File: src/rtl/tc_pkg.sv
// Shared definitions for tc_timer: register map, CTRL bit positions, mode codes and FSM states.
// The system bridge reuses TcBaseAddr and the Off* byte offsets for its address decode.
package tc_pkg;

  localparam logic [31:0] TcBaseAddr    = 32'h0000_7F00;
  localparam logic [31:0] TcWindowBytes = 32'd12;

  localparam logic [31:0] OffCtrl   = 32'h0;
  localparam logic [31:0] OffPreset = 32'h4;
  localparam logic [31:0] OffCount  = 32'h8;

  localparam int unsigned CtrlEnBit   = 0;
  localparam int unsigned CtrlModeLsb = 1;
  localparam int unsigned CtrlImBit   = 3;
  localparam int unsigned CtrlWidth   = 4;

  typedef enum logic [1:0] {
    ModeOneShot    = 2'd0,
    ModeAutoReload = 2'd1,
    ModeRsvd2      = 2'd2,
    ModeRsvd3      = 2'd3
  } tc_mode_e;

  typedef enum logic [1:0] {
    StIdle = 2'd0,
    StLoad = 2'd1,
    StCnt  = 2'd2,
    StInt  = 2'd3
  } tc_state_e;

  function automatic logic [31:0] apply_byteen(input logic [31:0] old_val,
                                               input logic [31:0] new_val,
                                               input logic [3:0]  byteen);
    logic [31:0] res;
    res = old_val;
    for (int i = 0; i < 4; i++) begin
      if (byteen[i]) res[8*i +: 8] = new_val[8*i +: 8];
    end
    return res;
  endfunction

endpackage

File: src/rtl/tc_prescale.sv
// Count-tick generator for tc_timer: one tick every PRESCALE cycles while run is high.
module tc_prescale
  import tc_pkg::*;
#(
  parameter int unsigned PRESCALE = 1
) (
  input  logic clk,
  input  logic reset,
  input  logic clear,
  input  logic run,
  output logic tick
);

  localparam int unsigned CntW = (PRESCALE > 1) ? $clog2(PRESCALE) : 1;
  localparam logic [CntW-1:0] LastDiv = CntW'(PRESCALE - 1);

  logic [CntW-1:0] div_q, div_d;

  assign tick = run && (div_q == LastDiv);

  always_comb begin
    div_d = div_q;
    if (clear) begin
      div_d = '0;
    end else if (run) begin
      div_d = tick ? '0 : div_q + 1'b1;
    end
  end

  always_ff @(posedge clk) begin
    if (reset) begin
      div_q <= '0;
    end else begin
      div_q <= div_d;
    end
  end

endmodule

File: src/rtl/tc_timer.sv
// Memory-mapped timer/counter (CTRL/PRESET/COUNT) with a single interrupt line.
// Define TC_PRESCALE_EN to gate count ticks through a PRESCALE-cycle divider.
module tc_timer
  import tc_pkg::*;
#(
  parameter logic [31:0] BASE_ADDR = TcBaseAddr,
  parameter int unsigned PRESCALE  = 1
) (
  input  logic        clk,
  input  logic        reset,
  input  logic [31:0] addr,
  input  logic        we,
  input  logic [3:0]  byteen,
  input  logic [31:0] wdata,
  output logic [31:0] rdata,
  output logic        hit,
  output logic        irq
);

  logic [31:0]          offset;
  logic [1:0]           word_sel;
  logic                 wr_ctrl, wr_preset;
  logic                 tick;
  logic                 en;
  logic [1:0]           mode;

  logic [CtrlWidth-1:0] ctrl_q, ctrl_d;
  logic [31:0]          preset_q, preset_d;
  logic [31:0]          count_q, count_d;
  logic                 irq_flag_q, irq_flag_d;
  tc_state_e            state_q, state_d;

  // Unsigned wrap makes addresses below the base fall outside the window too.
  assign offset    = addr - BASE_ADDR;
  assign hit       = offset < TcWindowBytes;
  assign word_sel  = offset[3:2];
  assign wr_ctrl   = we && hit && (word_sel == OffCtrl[3:2]);
  assign wr_preset = we && hit && (word_sel == OffPreset[3:2]);

  assign en   = ctrl_q[CtrlEnBit];
  assign mode = ctrl_q[CtrlModeLsb +: 2];
  assign irq  = ctrl_q[CtrlImBit] & irq_flag_q;

  always_comb begin
    rdata = '0;
    if (hit) begin
      case (word_sel)
        OffCtrl[3:2]:   rdata = 32'(ctrl_q);
        OffPreset[3:2]: rdata = preset_q;
        OffCount[3:2]:  rdata = count_q;
        default:        rdata = '0;
      endcase
    end
  end

`ifdef TC_PRESCALE_EN
  logic presc_clear, presc_run;

  assign presc_clear = wr_ctrl || (state_q == StLoad);
  assign presc_run   = (state_q == StCnt);

  tc_prescale #(
    .PRESCALE (PRESCALE)
  ) u_prescale (
    .clk   (clk),
    .reset (reset),
    .clear (presc_clear),
    .run   (presc_run),
    .tick  (tick)
  );
`else
  logic unused_prescale;

  assign unused_prescale = ^PRESCALE;
  assign tick            = 1'b1;
`endif

  always_comb begin
    state_d    = state_q;
    ctrl_d     = ctrl_q;
    preset_d   = preset_q;
    count_d    = count_q;
    irq_flag_d = irq_flag_q;

    if (wr_ctrl) begin
      // A control write restarts the FSM and discards whatever it would have done this cycle.
      if (byteen[0]) ctrl_d = wdata[CtrlWidth-1:0];
      state_d    = StIdle;
      irq_flag_d = 1'b0;
    end else begin
      unique case (state_q)
        StIdle: begin
          if (en) state_d = StLoad;
        end
        StLoad: begin
          count_d = preset_q;
          state_d = StCnt;
        end
        StCnt: begin
          if (!en) begin
            state_d = StIdle;
          end else if (tick) begin
            if (count_q <= 32'd1) begin
              count_d    = '0;
              state_d    = StInt;
              irq_flag_d = 1'b1;
            end else begin
              count_d = count_q - 32'd1;
            end
          end
        end
        StInt: begin
          if (mode == ModeAutoReload) begin
            state_d    = StLoad;
            irq_flag_d = 1'b0;
          end else begin
            ctrl_d[CtrlEnBit] = 1'b0;
            state_d           = StIdle;
          end
        end
        default: state_d = StIdle;
      endcase

      if (wr_preset) begin
        preset_d   = apply_byteen(preset_q, wdata, byteen);
        irq_flag_d = 1'b0;
      end
    end
  end

  always_ff @(posedge clk) begin
    if (reset) begin
      state_q    <= StIdle;
      ctrl_q     <= '0;
      preset_q   <= '0;
      count_q    <= '0;
      irq_flag_q <= 1'b0;
    end else begin
      state_q    <= state_d;
      ctrl_q     <= ctrl_d;
      preset_q   <= preset_d;
      count_q    <= count_d;
      irq_flag_q <= irq_flag_d;
    end
  end

endmodule

File: config.mk
export PLATFORM = sky130hd
export DESIGN_NAME = tc_timer
export DESIGN_NICKNAME = d
export VERILOG_FILES = /design/src/rtl/tc_pkg.sv /design/src/rtl/tc_prescale.sv /design/src/rtl/tc_timer.sv
export SDC_FILE = /design/constraint.sdc
export NUM_CORES = 1
export LEC_CHECK = 0
export BUFFER_PORTS_ARGS = -buffer_cell sky130_fd_sc_hd__buf_2
export CAP_MARGIN = 40
export CORE_MARGIN = 2
export CORE_UTILIZATION = 45
export CTS_BUF_LIST = sky130_fd_sc_hd__clkbuf_8
export DETAILED_ROUTE_END_ITERATION = 12
export PLACE_DENSITY = 0.75
export SLEW_MARGIN = 20
export SYNTH_ARGS = -nofsm -noshare
export SYNTH_HDL_FRONTEND = slang
export SYNTH_HIERARCHICAL = 1
export SYNTH_SLANG_ARGS = --single-unit
File: constraint.sdc
create_clock -name clk -period 7.4 [get_ports clk]
set_input_delay 1.48 -clock clk [delete_from_list [all_inputs] [get_ports clk]]
set_output_delay 1.48 -clock clk [all_outputs]
set_load 0.005 [all_outputs]
==> results.md, run 1 <==
- Status: completed
- Largest stage delay on the critical path: 580 ps
- Synth unique cells: 54
- Share of flip-flops with an asynchronous set or reset after synthesis: 0
- Overall power after layout: 0.796 mW
- End of the worst register-to-register path: count_q[27]
- Starting density of the core: 0.462
- Total routed wirelength: 13900 um
- Via-to-Cell Ratio: 6.39
- Proportion of synthesized area in mux cells: 0.00664
- Cell area power density: 150 nW/um^2
- Starting DRC count in detailed routing: 388
- # port buffers: 102
- Sequential cell area fraction in the yosys report: 0.315
- Main combinational cell family by area after synthesis: compound AO/OA/AOI/OAI gates
- Type of destination of the critical path: output port
- Total congestion overflow after global routing: 0
- Data arrival time of the worst path: 3740 ps
- Clk pin slew, worst setup/hold paths: 70 ps
- Die outline width: 104 um
- Bufs on Longest Clock Path: 2
- Hold crit path type: reg2reg
- Syn. warnings: 6
- Fill cell total of the finished layout: 922
- DP Wirelength: 9160 um
- Final Cycle Share: 0.705
- Routed vias: 4877
- Fraction of final layout cells sized beyond drive strength 1: 0.289
- DIE AREA: 10900 um^2
- FP Rows: 36
- Nature of the critical path startpoint: primary input
- First-pass DRT Iterations: 5
- Worst Setup SP: addr[23]
- Number of maximum-capacitance violations: 0
- Critical path class: in2out
- Cells along the critical path: buf_2, or4_1, or3_4, o21a_1, o211ai_1, buf_4, a211oi_1, buf_2
- Hold Fails Final Rpt: 0
- Slew @ Worst Pin: 792 ps
- TritonCTS clock tree: done
- Final Instance Count excl. Fillers: 763
- Setup repair after global routing missed its margin: no
- Synth Net Count: 626
- Worst Reg-to-Reg Cells: 6
- Num Clock Sinks: 71
- Final Max Tran Viols: 0
- Area growth from synthesis to layout: 17.4%
- Aggregate negative setup slack: 0 ps
- Top-level port count: 105
- Highest ir drop seen on vdd: 84.5 uV
- Final count of negative-setup-slack endpoints: 0
- Summed instance area of the synthesized netlist: 4520 um^2
- Post-CTS Setup Bufs: 0
- Most frequent cells in the layout: buf_2 (102), dfxtp_1 (71), nor2_1 (53), nand2_1 (37)
- Number of antenna violations at the first check in global routing: 0
- Shortest period the worst path allows: 5220 ps
- Antenna diode count: 0
- Number of gates given a new drive strength after cts: 0
- CP required: 5920 ps
- GRT Overall Usage: 0.250
- Timing endpoint of the critical path: rdata[0]
- Flip-flop and latch count after synthesis: 71
- Flop-to-flop setup slack: 4300 ps
- EDFF count, synth: 0
- Routed wire length per instance: 18.3 um
- CP Buf/Inv Count: 3
- Skew-Pair Late Insertion Delay: 360 ps
- Std-Cell Core Area: 9770 um^2
- Number of nets with antenna violations after detailed routing: 0
- DRC Markers: 0
- Maximum number of pins on one net before global-route repair: 72
- Most used DFF post-synth: dfxtp_1
- Vertical die dimension: 104 um
- Stages on the worst setup path: 8
- Hold Buf Count CTS: 0
- Average cell area after synthesis: 8.17 um^2
- Slowest CP cell: or4_1
- Hold path depth: 2
- Fraction of synthesized cell area in xor and xnor cells: 0.0116
- CTS buffer count: 9
- Leakage power figure: 1.95 nW
- Most frequent cell on the critical path: buf_2
- H-tree levels: 3
- Max-slew headroom: 0.472
- Share of synthesized cell area in and, or, nand and nor gates: 0.270
- Vias in the first global route: 4564
- Global-route wire length before repair: 22600 um
- Placed instance count: 743
- Highest fanout seen on the critical path: 34
- Worst-case clock skew: 10.7 ps
- Buffer type at the clock tree root: clkbuf_8
- Share of the synthesized area in compound gates (AO/OA/AOI/OAI): 0.322
- Leading cell type in the layout, fill and taps excluded: buf_2
- CP top delay family: simple AND/OR/NAND/NOR gates
- Launch point of the worst reg-to-reg path: count_q[4]
- Number of nets in the finished design: 698
- Smallest hold slack: 473 ps
- Adder-cell area share of the yosys netlist: 0.00554
- Post-Synthesis Cells: 553
- GP Congestion: 0.939
- Fmax: 192 MHz
-- worst min path at each step --
stage,start,to,slack [ps]
2_1_floorplan,ctrl_q[2],ctrl_q[2],440
5_1_grt,ctrl_q[3],ctrl_q[3],490
3_3_place_gp,count_q[25],count_q[25],460
6_report,ctrl_q[3],ctrl_q[3],470
3_5_place_dp,ctrl_q[3],ctrl_q[3],460
4_1_cts,ctrl_q[3],ctrl_q[3],470
-- cells by family (layout without fill, tap and decap cells) --
logic type,count (synthesis),count (layout)
mux,3,3
fa+ha+maj,2,2
flops,71,71
simple gates,218,218
compound gates,188,188
xor+xnor,6,6
buf+inv,65,142
-- sequential cells by signal, summed over array words and instances (netlist names) --
register    flops
count_q        32
preset_q       32
ctrl_q          4
state_q         2
irq_flag_q      1
-- stage by stage --
stage	area (um^2)	util	setup WS (ps)
after floorplan	4520	-	2530
after global placement	4970	0.509	2220
after detailed placement	5020	0.514	2190
after CTS	5260	0.538	2190
after global routing	5300	0.543	2070
final	5300	0.543	2180
-- metal layers --
metal  GRT usage  up-vias  part of all wire
met5           0        -                 0
met4       0.112        0             0.036
li1            -     2285                 -
met1       0.317     2289              0.41
met2       0.425      260              0.48
met3      0.0307       43             0.065
-- worst register-to-register path, stage by stage (launching register included) --
cell and delay, ps:
dfxtp_1 360, nor3_1 640, nand2_1 350, or4_1 640, nor3_1 590, a22oi_1 130, o32ai_1 280
-- synthesized netlist by cell type (all sizes together) (2+ instances only) --
cell type / count / share of area
nor2b: 7 / 0.0097
nor3: 21 / 0.023
a311oi: 4 / 0.0078
buf: 21 / 0.033
xor2: 4 / 0.0078
o21a: 3 / 0.0050
or3: 7 / 0.012
a32oi: 6 / 0.012
o2111ai: 6 / 0.017
nand4: 6 / 0.0083
clkbuf: 33 / 0.027
nor3b: 35 / 0.058
or4: 7 / 0.012
or2: 2 / 0.0028
nor2: 53 / 0.044
o21ai: 6 / 0.0066
and2: 6 / 0.0083
nor4: 18 / 0.033
a22oi: 35 / 0.058
dfxtp: 71 / 0.31
a31o: 32 / 0.062
o311ai: 5 / 0.011
and4: 3 / 0.0058
nand2b: 3 / 0.0042
o32ai: 17 / 0.033
mux2i: 3 / 0.0066
a211oi: 27 / 0.045
o211ai: 3 / 0.0061
a21oi: 34 / 0.040
o31a: 3 / 0.0058
xnor2: 2 / 0.0039
nand2: 37 / 0.031
o31ai: 4 / 0.0066
inv: 11 / 0.0091
nand3: 10 / 0.011
ha: 2 / 0.0055
-- area by class of cell --
| class | instances | area, um^2 | area share |
|---|---|---|---|
| clock buffer | 11 | 151 | 0.0285 |
| timing repair buffer | 115 | 649 | 0.122 |
| sequential | 71 | 1420 | 0.268 |
| tap | 133 | 166 | 0.0314 |
| clock inverter | 5 | 80.1 | 0.0151 |
| inverter | 11 | 41.3 | 0.00778 |
| multi-input combinational | 417 | 2790 | 0.527 |
-- where the power goes --
part | internal, mW | leakage (nW) | total [mW] | switching (mW)
Combinational | 0.0206 | 1.26 | 0.0497 | 0.0292
Clock | 0.208 | 0.112 | 0.365 | 0.157
Sequential | 0.382 | 0.571 | 0.382 | 0.000000000105
Total | 0.610 | 1.95 | 0.796 | 0.187
No activity file was read; power rests on OpenSTA's default activity.
==> run 2, diff against run 1 <==
Settings changed: ABC_AREA set to 1, PLACE_DENSITY 0.75 to 0.74.
Clock period 7.4 ns to 5.5 ns, I/O delays scaled along.
==> results.md, run 2 <==
- Comb power frac: 0.070
- Most used DFF post-synth: dfxtp_1
- Number of gates given a new drive strength after cts: 0
- Synth unique cells: 30
- Routed wire length per instance: 12.1 um
- Vertical die dimension: 106 um
- Buffer type at the clock tree root: clkbuf_8
- Dominant cell type by area after synthesis: dfxtp_1
- Number of nets in the finished design: 971
- End of the worst register-to-register path: count_q[8]
- EDFF count, synth: 0
- Final Max Tran Viols: 0
- Maximum number of pins on one net before global-route repair: 43
- Number of antenna violations at the first check in global routing: 0
- Aggregate negative setup slack: 0 ps
- Critical path class: in2out
- Most frequent cells after synthesis: nand2_1 (237), nor2_1 (221), inv_1 (72)
- DRC Markers: 0
- Antenna diode count: 0
- Number of nets with antenna violations after detailed routing: 0
- GRT Overall Usage: 0.231
- Worst-case clock skew: 10.3 ps
- Number of maximum-capacitance violations: 0
- Area share of the largest cell type after synthesis: 0.305
- Cells along the critical path: buf_2, nand2_1, nor2_1, nand3_1, nor2_1, nand3_1, nor2_1, nand2_1, nor3_4, inv_1, buf_8, a21oi_1, buf_2
- Endpoint of the worst hold path: count_q[1]
- Max-slew headroom: 0.477
- Worst Reg-to-Reg Cells: 10
- Synth Net Count: 881
- Std-Cell Core Area: 10200 um^2
- Largest stage delay on the critical path: 370 ps
- Die outline width: 106 um
- Data arrival time of the worst path: 3420 ps
- Skew-Pair Late Insertion Delay: 360 ps
- Share of total power consumed by net switching: 0.249
- Bufs on Longest Clock Path: 2
- Worst Setup SP: addr[8]
- Leakage power figure: 2.93 nW
- Launch point of the worst reg-to-reg path: count_q[0]
- Flip-flop and latch count after synthesis: 71
- CTS buffer count: 9
- Hold crit path type: reg2reg
- Slew @ Worst Pin: 784 ps
- Slowest CP cell: inv_1
- Hold Buf Count CTS: 0
- Highest fanout seen on the critical path: 17
- DIE AREA: 11200 um^2
- Portion of total power attributed to the clock network: 0.415
- Clk pin slew, worst setup/hold paths: 80 ps
- Most repeated cell in the gate-level netlist after synthesis: nand2_1
- CP required: 4400 ps
- Post-CTS Setup Bufs: 0
- Status: completed
- Routed vias: 5120
- Fraction of final layout cells sized beyond drive strength 1: 0.150
- Total congestion overflow after global routing: 0
- DP Wirelength: 9210 um
- FP Rows: 37
- Final core area utilization: 0.540
- # port buffers: 102
- Area growth from synthesis to layout: 18.1%
- Cell area power density: 181 nW/um^2
- Nature of the critical path startpoint: primary input
- Sequential cell area fraction in the yosys report: 0.305
- Hold path depth: 2
- Shortest period the worst path allows: 4520 ps
- Final count of negative-setup-slack endpoints: 0
- Most frequent cell on the critical path: nor2_1
- Largest regs: count_q: 32 flops, preset_q: 32 flops, ctrl_q: 4 flops
- Setup repair after global routing missed its margin: no
- Syn. warnings: 6
- TritonCTS clock tree: done
- Highest ir drop seen on vdd: 130 uV
- Summed instance area of the synthesized netlist: 4660 um^2
- Fmax: 221 MHz
- Average cell area after synthesis: 5.77 um^2
- Sequential cell fraction of total power: 0.516
- Flop-to-flop setup slack: 3090 ps
- Reported net switching power: 0.248 mW
- Top post-synthesis cells by area: dfxtp_1 (31%), nand2_1 (19%), nor2_1 (18%), inv_1 (5.8%), o22ai_1 (3.9%)
- Share of flip-flops with an asynchronous set or reset after synthesis: 0
- Vias in the first global route: 4812
- Starting density of the core: 0.457
- Type of destination of the critical path: output port
- Final Cycle Share: 0.821
- Internal power of the cells: 0.748 mW
- Hold Fails Final Rpt: 0
- Worst Slack Setup Final: 982 ps
- Top-level port count: 105
- Most frequent cells in the layout: nand2_1 (237), nor2_1 (219), buf_2 (102), inv_1 (72), dfxtp_1 (71)
- Total routed wirelength: 12600 um
- Post-Synthesis Cells: 808
- First-pass DRT Iterations: 5
- Leading cell type in the layout, fill and taps excluded: nand2_1
- Via-to-Cell Ratio: 4.93
- Minimum setup slack after placement: 1020 ps
- Placed instance count: 1023
- Startpoint of the tightest hold check path: count_q[1]
- GP Congestion: 0.915
- H-tree levels: 3
- Global-route wire length before repair: 21500 um
- Final Instance Count excl. Fillers: 1039
- Num Clock Sinks: 71
- Starting DRC count in detailed routing: 315
- Fill cell total of the finished layout: 1109
## run 2: cell count changes in the layout (fill, tap and decap cells not counted), moves of 11 or more
cell / delta
a211oi_1: -27
a22oi_1: -34
a31o_2: -32
inv_1: +62
nand2_1: +200
nand3_1: +11
nor2_1: +166
nor3b_1: -34
nor4_1: -13
o21ai_0: +15
o22ai_1: +29
o32ai_1: -17
xor2_1: +14
## run 2: routing by layer
metal  routed length, um  vias to the layer above  global-route usage
met1                6080                     2243               0.310
met4                 239                        0              0.0818
met5                   0                        -                   0
li1                    -                     2713                   -
met3                 660                       22              0.0451
met2                5640                      142               0.370
## run 2: worst max-delay path by stage
stage,end,cells after the start
floorplan,rdata[3],10
global placement,rdata[7],12
detailed placement,rdata[7],13
CTS,rdata[7],13
global route,rdata[7],13
finish,rdata[7],13
## run 2: cell families after synthesis
logic type / after synthesis / synth area share
XOR/XNOR: 26 / 0.0489
buffers and inverters: 105 / 0.0897
flip-flops: 71 / 0.305
adder cells (fa/ha/maj): 2 / 0.00537
AO/OA/AOI/OAI: 95 / 0.113
AND/OR/NAND/NOR: 509 / 0.438
## run 2: power groups by stage
stage	clock [mW]	combinational, mW	sequential [mW]
after detailed placement	0	0.0693	0.526
after floorplan	0	0.0299	0.526
after global routing	0.444	0.0777	0.513
final	0.413	0.0695	0.514
after CTS	0.419	0.0695	0.513
after global placement	0	0.0664	0.526
## run 2: area by class of cell
type	instances	area, um^2	share of cell area
multi-input cells	632	2830	0.514
flip-flops and latches	71	1420	0.258
repair buffers	110	618	0.112
inverters	74	278	0.0505
well taps	136	170	0.0309
clock buffers	9	124	0.0225
clock inverters	7	65.1	0.0118
## run 2: metrics by stage
step / total power [mW] / hold slack (ps) / instance area [um^2]
final: 0.996 / 538 / 5500
after global routing: 1.04 / 556 / 5500
after CTS: 1.00 / 537 / 5500
after detailed placement: 0.595 / 526 / 5310
after global placement: 0.592 / 522 / 5240
after floorplan: 0.556 / 494 / 4660
## run 2: worst max-delay path: cells and delay by family
kind	cells	cell delay [ps]
simple gates	8	1260
buf+inv	4	870
compound gates	1	190
